**config.mk**
```make
export PLATFORM = sky130hd
export DESIGN_NAME = bcd_mod_counter
export DESIGN_NICKNAME = d
export VERILOG_FILES = /design/src/rtl/bcd_mod_counter.sv
export SDC_FILE = /design/constraint.sdc
export NUM_CORES = 1
export LEC_CHECK = 0
export BUFFER_PORTS_ARGS = -buffer_cell sky130_fd_sc_hd__buf_2
export CORE_ASPECT_RATIO = 0.75
export CORE_MARGIN = 3
export CORE_UTILIZATION = 45
export CTS_CLUSTER_SIZE = 14
export DETAILED_ROUTE_END_ITERATION = 10
export HOLD_SLACK_MARGIN = 0.12
export PLACE_DENSITY_LB_ADDON = 0.1
export SYNTH_ARGS = -nofsm -noshare
export SYNTH_HDL_FRONTEND = slang
export SYNTH_SLANG_ARGS = --single-unit
```
**constraint.sdc**
```tcl
create_clock -name clk -period 3.1 [get_ports clk]
set_input_delay 0 -clock clk [delete_from_list [all_inputs] [get_ports clk]]
set_output_delay 0 -clock clk [all_outputs]
set_load 0.01 [all_outputs]
```
**src/rtl/bcd_mod_counter.sv**
```systemverilog
// Multi-digit BCD up/down counter wrapping at a programmable terminal value,
// with prescaler, load, terminal flag and seven-segment decode. BCD_BLANK_EN blanks leading zeros.
module bcd_mod_counter #(
  parameter int DIGITS = 3,
  parameter int DIV    = 25000000
) (
  input  logic                  clk,
  input  logic                  rst,
  input  logic                  en,
  input  logic                  up,
  input  logic                  load,
  input  logic [4*DIGITS-1:0]   load_val,
  input  logic [4*DIGITS-1:0]   mod_val,
  output logic [4*DIGITS-1:0]   q,
  output logic                  tc,
  output logic [7*DIGITS-1:0]   seg
);
  localparam int W  = 4 * DIGITS;
  localparam int SW = 7 * DIGITS;
  localparam int PW = (DIV > 1) ? $clog2(DIV) : 1;
  localparam logic [PW-1:0] PS_LAST = PW'(DIV - 1);

  logic [PW-1:0] ps_q, ps_d;
  logic          tick;
  logic [W-1:0]  q_q, q_d;
  logic          tc_q, tc_d;
  logic [SW-1:0] seg_q, seg_d, seg_rst;

  // Digits above 9 are handled as 9 only when the carry reaches them.
  function automatic logic [W-1:0] bcd_inc(input logic [W-1:0] v);
    logic [W-1:0] r;
    logic         c;
    logic [3:0]   d;
    r = v;
    c = 1'b1;
    for (int k = 0; k < DIGITS; k++) begin
      d = v[4*k +: 4];
      if (c) begin
        if (d >= 4'd9) begin
          d = 4'd0;
        end else begin
          d = d + 4'd1;
          c = 1'b0;
        end
        r[4*k +: 4] = d;
      end
    end
    return r;
  endfunction

  function automatic logic [W-1:0] bcd_dec(input logic [W-1:0] v);
    logic [W-1:0] r;
    logic         b;
    logic [3:0]   d;
    r = v;
    b = 1'b1;
    for (int k = 0; k < DIGITS; k++) begin
      d = v[4*k +: 4];
      if (b) begin
        if (d == 4'd0) begin
          d = 4'd9;
        end else if (d > 4'd9) begin
          d = 4'd8;
          b = 1'b0;
        end else begin
          d = d - 4'd1;
          b = 1'b0;
        end
        r[4*k +: 4] = d;
      end
    end
    return r;
  endfunction

  function automatic logic [6:0] seg7(input logic [3:0] d);
    case (d)
      4'd0:    seg7 = 7'b1000000;
      4'd1:    seg7 = 7'b1111001;
      4'd2:    seg7 = 7'b0100100;
      4'd3:    seg7 = 7'b0110000;
      4'd4:    seg7 = 7'b0011001;
      4'd5:    seg7 = 7'b0010010;
      4'd6:    seg7 = 7'b0000010;
      4'd7:    seg7 = 7'b1111000;
      4'd8:    seg7 = 7'b0000000;
      4'd9:    seg7 = 7'b0010000;
      default: seg7 = 7'b1111111;
    endcase
  endfunction

  function automatic logic [SW-1:0] seg_encode(input logic [W-1:0] v);
    logic [SW-1:0] r;
`ifdef BCD_BLANK_EN
    logic lead;
    lead = 1'b1;
    r    = '1;
    for (int k = DIGITS - 1; k >= 0; k--) begin
      if (k > 0 && lead && v[4*k +: 4] == 4'd0) begin
        r[7*k +: 7] = 7'b1111111;
      end else begin
        lead        = 1'b0;
        r[7*k +: 7] = seg7(v[4*k +: 4]);
      end
    end
`else
    r = '1;
    for (int k = 0; k < DIGITS; k++) begin
      r[7*k +: 7] = seg7(v[4*k +: 4]);
    end
`endif
    return r;
  endfunction

  always_comb begin
    tick = (ps_q == PS_LAST);
    ps_d = tick ? '0 : ps_q + PW'(1);

    q_d = q_q;
    if (load) begin
      q_d = load_val;
    end else if (tick && en) begin
      if (up) begin
        q_d = (q_q < mod_val) ? bcd_inc(q_q) : '0;
      end else begin
        q_d = (q_q == '0 || q_q > mod_val) ? mod_val : bcd_dec(q_q);
      end
    end

    tc_d    = up ? (q_q == mod_val) : (q_q == '0);
    seg_d   = seg_encode(q_q);
    seg_rst = seg_encode('0);
  end

  always_ff @(posedge clk) begin
    if (rst) begin
      ps_q  <= '0;
      q_q   <= '0;
      tc_q  <= 1'b0;
      seg_q <= seg_rst;
    end else begin
      ps_q  <= ps_d;
      q_q   <= q_d;
      tc_q  <= tc_d;
      seg_q <= seg_d;
    end
  end

  assign q   = q_q;
  assign tc  = tc_q;
  assign seg = seg_q;
endmodule

```
* After elaboration in Yosys (flattened, before gate mapping)
Memory sizes are Yosys's and may differ from the RTL's. A register that Yosys moved wholly into a read port is not among the register bits.
Index checks and enable logic that the tools add are counted.
** Cells by class
- $add $sub $neg :: 7
- Multipliers :: 0
- Divide/modulo/power cells :: 0
- $lt $le $gt $ge :: 8
- Equal/unequal tests :: 4
- Shifts and indexed selects :: 0
- Mux-type cells :: 37
- Bitwise logic cells :: 0
- Reduce and logical (&&, ||, !) cells :: 12
** Operator list (number)
- $mux 12 :: 5
- $mux 4 :: 13
- $add 25x1->25 const B :: 1
- $eq 25x25->1 const B :: 1
- $mux 1 :: 19
- $add 4x1->4 const B :: 3
- $eq 12x12->1 :: 1
- $ge 4x4->1 const B :: 3
- $gt 12x12->1 :: 1
- $gt 4x4->1 const B :: 3
- $logic_not 12->1 :: 1
- $logic_not 4->1 :: 3
- $lt 12x12->1 :: 1
- $sub 4x1->4 const B :: 3
- $ne 4x3->1 const B :: 2
- $reduce_bool 4->1 :: 2
- $reduce_and 3->1 :: 2
- $reduce_bool 2->1 :: 1
- $reduce_or 2->1 :: 1
- $logic_and 1x1->1 :: 1
- $logic_or 1x1->1 :: 1
** Storage, ports and cells
- Bits in registers :: 38
- Latch bits :: 0
- Memory bits (writable) :: 0
- Memory bits (read-only) :: 336
- Input bits :: 29
- Output and inout bits :: 34
- Logic and storage cells :: 76
- Memories :: 3
** Memory list
- (no name shown) :: words 16, width 7, read ports 1, clocked after memory_dff 1, wr ports 0, RTL line 76 : case (d)
- (no name shown) :: words 16, width 7, read ports 1, clocked after memory_dff 1, wr ports 0, RTL line 76
- (no name shown) :: words 16, width 7, read ports 1, clocked after memory_dff 1, wr ports 0, RTL line 76

* Logic depth before layout (Yosys ltp)
- Depth in word-level cells :: 14
- Gate-level depth with buffers :: 11
- Gate-level depth less buffers :: 9

* Worst setup path before layout
Ideal clock, no wire load.
- Path type :: reg2reg
- From :: register q_q[5], in the netlist q[5]
- To :: register q_q[9], in the netlist q[9]
- Library setup time :: 0.079 ns
- Arrival :: 2.295 ns
- Data required time :: 3.021 ns
- Path slack :: 0.726 ns
- Stages on the path, launching flop included :: 11
- Buffers on the path :: 2
- Clock period less this slack :: 2.374 ns
- Cell sequence :: dfxtp_1 > ha_1 > a211oi_2 > nor2_1 > or3_1 > o21ai_2 > buf_6 > buf_6 > nand4_1 > nor3b_1 > a211oi_2
** Between the ends
- Longest elaborated chain between the ends :: 8
- Elaborated cells on any way between the ends :: 24
- Those cells by class :: order compare: 3; eq/ne: 1; mux: 15; reduce/logical: 5
** RTL lines
- start: declaration :: RTL line 25 : logic [W-1:0] q_q, q_d;
- start signal: assignment :: RTL line 142 : q_q <= q_d;
- $ge 4x4->1 or $logic_not 4->1 (tied branches) :: RTL line 39, 60
- $mux 1 (on tied branches) :: RTL line 39, 60
- $mux 1 (on tied branches) :: RTL line 38, 59
- $mux 1 :: RTL line 122 : if (up) begin
- $mux 1 :: RTL line 121 : end else if (tick && en) begin
- $mux 1 :: RTL line 119 : if (load) begin
- $ne 4x3->1 (no source line) or $reduce_bool 4->1 (tied branches)
- $reduce_and 3->1 (no source line)
Parallel ways exist; a longest one is shown, timed or not. The select of a mux whose other input is x is not followed.
A chain may end at the register's enable or synchronous reset.

* Worst setup path after layout
- From :: register q_q[0], in the netlist q[0]
- To :: register q_q[11], in the netlist q[11]
** Between the ends
- Longest elaborated chain between the ends :: 11
- Elaborated cells on any way between the ends :: 30
- Those cells by class :: order compare: 3; eq/ne: 1; mux: 21; reduce/logical: 5
** RTL lines (RTL line)
- $ge 4x4->1 or $logic_not 4->1 (tied branches) :: 39, 60
- $mux 1 (on tied branches) :: 39, 60
- $mux 1 :: 122
- $mux 1 :: 121
- $mux 1 :: 119
- $mux 1 (on tied branches) :: 38, 59
- $mux 1 :: 122
- $mux 1 :: 121
- $mux 1 :: 119
- $ne 4x3->1 (no source line) or $reduce_bool 4->1 (tied branches)
- $reduce_and 3->1 (no source line)
Parallel ways exist; a longest one is shown, timed or not. The select of a mux whose other input is x is not followed.

==> qor.yml <==
grt-ovfl-total: 0
io_buffer_count: 62
r2r-end: "q[11]$_SDFFE_PP0P_"
synth_nets: 521
min_path_cells: 4
grt_antenna_before_repair: 0
fin_crit_ps: 2980
tightest_slew_ps: 824
top_usage_layer: "met2"
switching_share: 0.339
cts.sinks: 59
ys.flop_type: "dfxtp_1"
hold_viol_final: 0
netlist_area_mm2: 0.00371
setup_viol_count_final: 0
crit_path_max_fanout: 12
pwr-share-clk: 0.315
gp_congestion: 0.914
ys_top_cells_by_count: "nor2_1, dfxtp_1, inv_1"
power_frac_seq: 0.388
internal_power_mw: 1.46
antennaDiodeCount: 0
hold_class: "in -> reg"
tritoncts: "built"
fp.dieW_um: 111
fmax_mhz: 336
vias_per_cell: 5.48
seq_area_mm2: 0.00119
start_util: 0.466
use_met2: 0.314
synth_area_per_cell_um2: 8.01
outcome: "finished clean"
clock_latency_ps: 340
placed_cell_area_mm2: 0.00412
cts_htree_levels: 3
rr_startpoint: "q[0]$_SDFFE_PP0P_"
synth_edf_count: 0
first_pass_iters: 5
postRouteAntennaNets: 0
post-place-ws_ps: 624
final_util: 0.569
cts_setup_buffers: 0
place_inst: 618
drc: 0
fillers: 746
first_global_vias: 3378
cts.clk_slew.worst_paths_ps: 80
cts_made_buffers: 9
drv_slew: 0
synth_warnings: 0
final_critical_path_setup_slack_ps: 121
num_rows: 28
crit_start: "q[0]$_SDFFE_PP0P_"
stdcell_count: 654
clock_path_buffers: 2
switchingPower_uw: 746
use_met3: 0.0526
hp-start: "mod_val[0]"
multiInputGateArea_mm2: 0.00230
fin_skew_ps: 11.6
track_usage: 0.216
synth_top_cell_area_share: 0.318
ys_seq_area_frac: 0.318
die_y_um: 84.6
routedWlPerCell_um: 15.1
cp-start-kind: "flip-flop"
grt_first_pass_wirelength_um: 16600
pwr-share-comb: 0.297
via_count: 3584
async_flop_share: 0
grt_max_degree: 25
endpoint_kind: "flip-flop"
fin_setup_tns_ps: 0
drt_iter0_markers: 240
fp.dieArea_mm2: 0.00938
path_class: "reg -> reg"
met1_usage: 0.311
power_mw: 2.20
rrSetupSlack_ps: 120
finalNetCount: 602
rsz0062_at_grt: "no"
yosysUniqueCellTypes: 63
yosysTopAreaCell: "dfxtp_1"
synth_most_common_cell: "nor2_1"
ios: 63
rr_worst_depth: 11
whs_ps: 147
synthCells: 463
areaGrowthSynthToFinish_pct: 22.0
cts_root_buf: "clkbuf_8"
fin_area_mm2: 0.00453
ys_ff_latch: 59
worstSetupEndpoint: "q[11]$_SDFFE_PP0P_"
yosys-top-cells-area: "dfxtp_1, ha_1, nor2_1, a21oi_1, xnor2_1"
wirelength_um: 9850
hpwlAfterDp_um: 7100
crit_required_ps: 3370
fp.coreArea_mm2: 0.00795
drv_cap: 0
relSlewSlack: 0.450
arrival_ps: 3250
vdd_drop_max_uv: 281
power_density_mw_per_mm2: 487
layout-drive-gt1-share: 0.208
power.leakage_nw: 1.94
fin_crit_sh: 0.961
layer usage:
layer	routed length, µm	up-vias
met4	153	0
met1	4900	1647
met3	692	15
met5	0	-
met2	4100	120
li1	-	1802
how the worst min path moves through the flow:
stage / endpoint / slack (ps)
after global placement: tc$_SDFF_PP0_ / 300
after CTS: q[7]$_SDFFE_PP0P_ / 140
after global routing: q[10]$_SDFFE_PP0P_ / 170
after detailed placement: tc$_SDFF_PP0_ / 310
final: q[0]$_SDFFE_PP0P_ / 150
after floorplan: seg[3]$_SDFF_PP0_ / 80
worst max-delay path, stage by stage, from the launching register on:
cell	delay (ps)
dfxtp_2	410
inv_1	140
ha_1	300
nand4_1	110
or3_1	320
o21a_1	140
o21ai_2	100
buf_6	180
nand3_2	100
and3_4	240
a311oi_2	250
dlygate4sd3_1	600
registers in the layout, summed over array words and instances, names as in the netlist:
register	count
seg	21
tc	1
ps_q	25
q	12
area by class of cell:
type	count	area share
sequential	59	0.262
clock buffer	10	0.0282
inverter	33	0.0274
timing repair buffer	92	0.130
clock inverter	6	0.0147
tap	105	0.0290
multi-input combinational	349	0.508
power by group through the flow:
stage	Combinational (mW)	Sequential, mW	Clock (mW)
finish	0.654	0.855	0.693
global route	0.729	0.861	0.743
CTS	0.646	0.853	0.706
detailed placement	0.616	0.869	0
global placement	0.613	0.869	0
floorplan	0.400	0.891	0
logic make-up (layout without fill, tap and decap cells):
group / Yosys count / count (layout) / share of synthesized area
compound gates: 116 / 116 / 0.213
xor+xnor: 30 / 30 / 0.0709
fa+ha+maj: 29 / 29 / 0.0978
buf+inv: 55 / 141 / 0.0617
flops: 59 / 59 / 0.318
mux: 3 / 3 / 0.00911
simple gates: 171 / 171 / 0.229
timing repair:
| action | in CTS | in global routing |
|---|---|---|
| gates resized for setup | 0 | 7 |
| hold endpoints to repair | 14 | 0 |
| endpoints found under the setup margin | 0 | 7 |
| hold buffers | 20 | 0 |
cell usage in the layout, fill, tap and decap left out, types with 4 or more instances in the layout:
master / netlist / layout
a31oi_1: 11 / 11
dfxtp_2: 0 / 5
inv_1: 32 / 32
dfxtp_1: 59 / 54
o21ai_0: 25 / 25
nand4_1: 9 / 9
dlygate4sd3_1: 0 / 20
a21o_1: 4 / 4
nor3_1: 12 / 12
xor2_1: 15 / 15
nand2_1: 31 / 31
o31ai_1: 4 / 4
and3_1: 9 / 8
clkbuf_8: 0 / 9
nand3_1: 19 / 19
a22oi_1: 5 / 5
a21oi_1: 30 / 30
buf_2: 0 / 62
ha_1: 29 / 29
xnor2_1: 15 / 15
buf_4: 0 / 9
nor2_1: 63 / 63
a221oi_1: 4 / 4
Power figures use the tool's default switching activity.
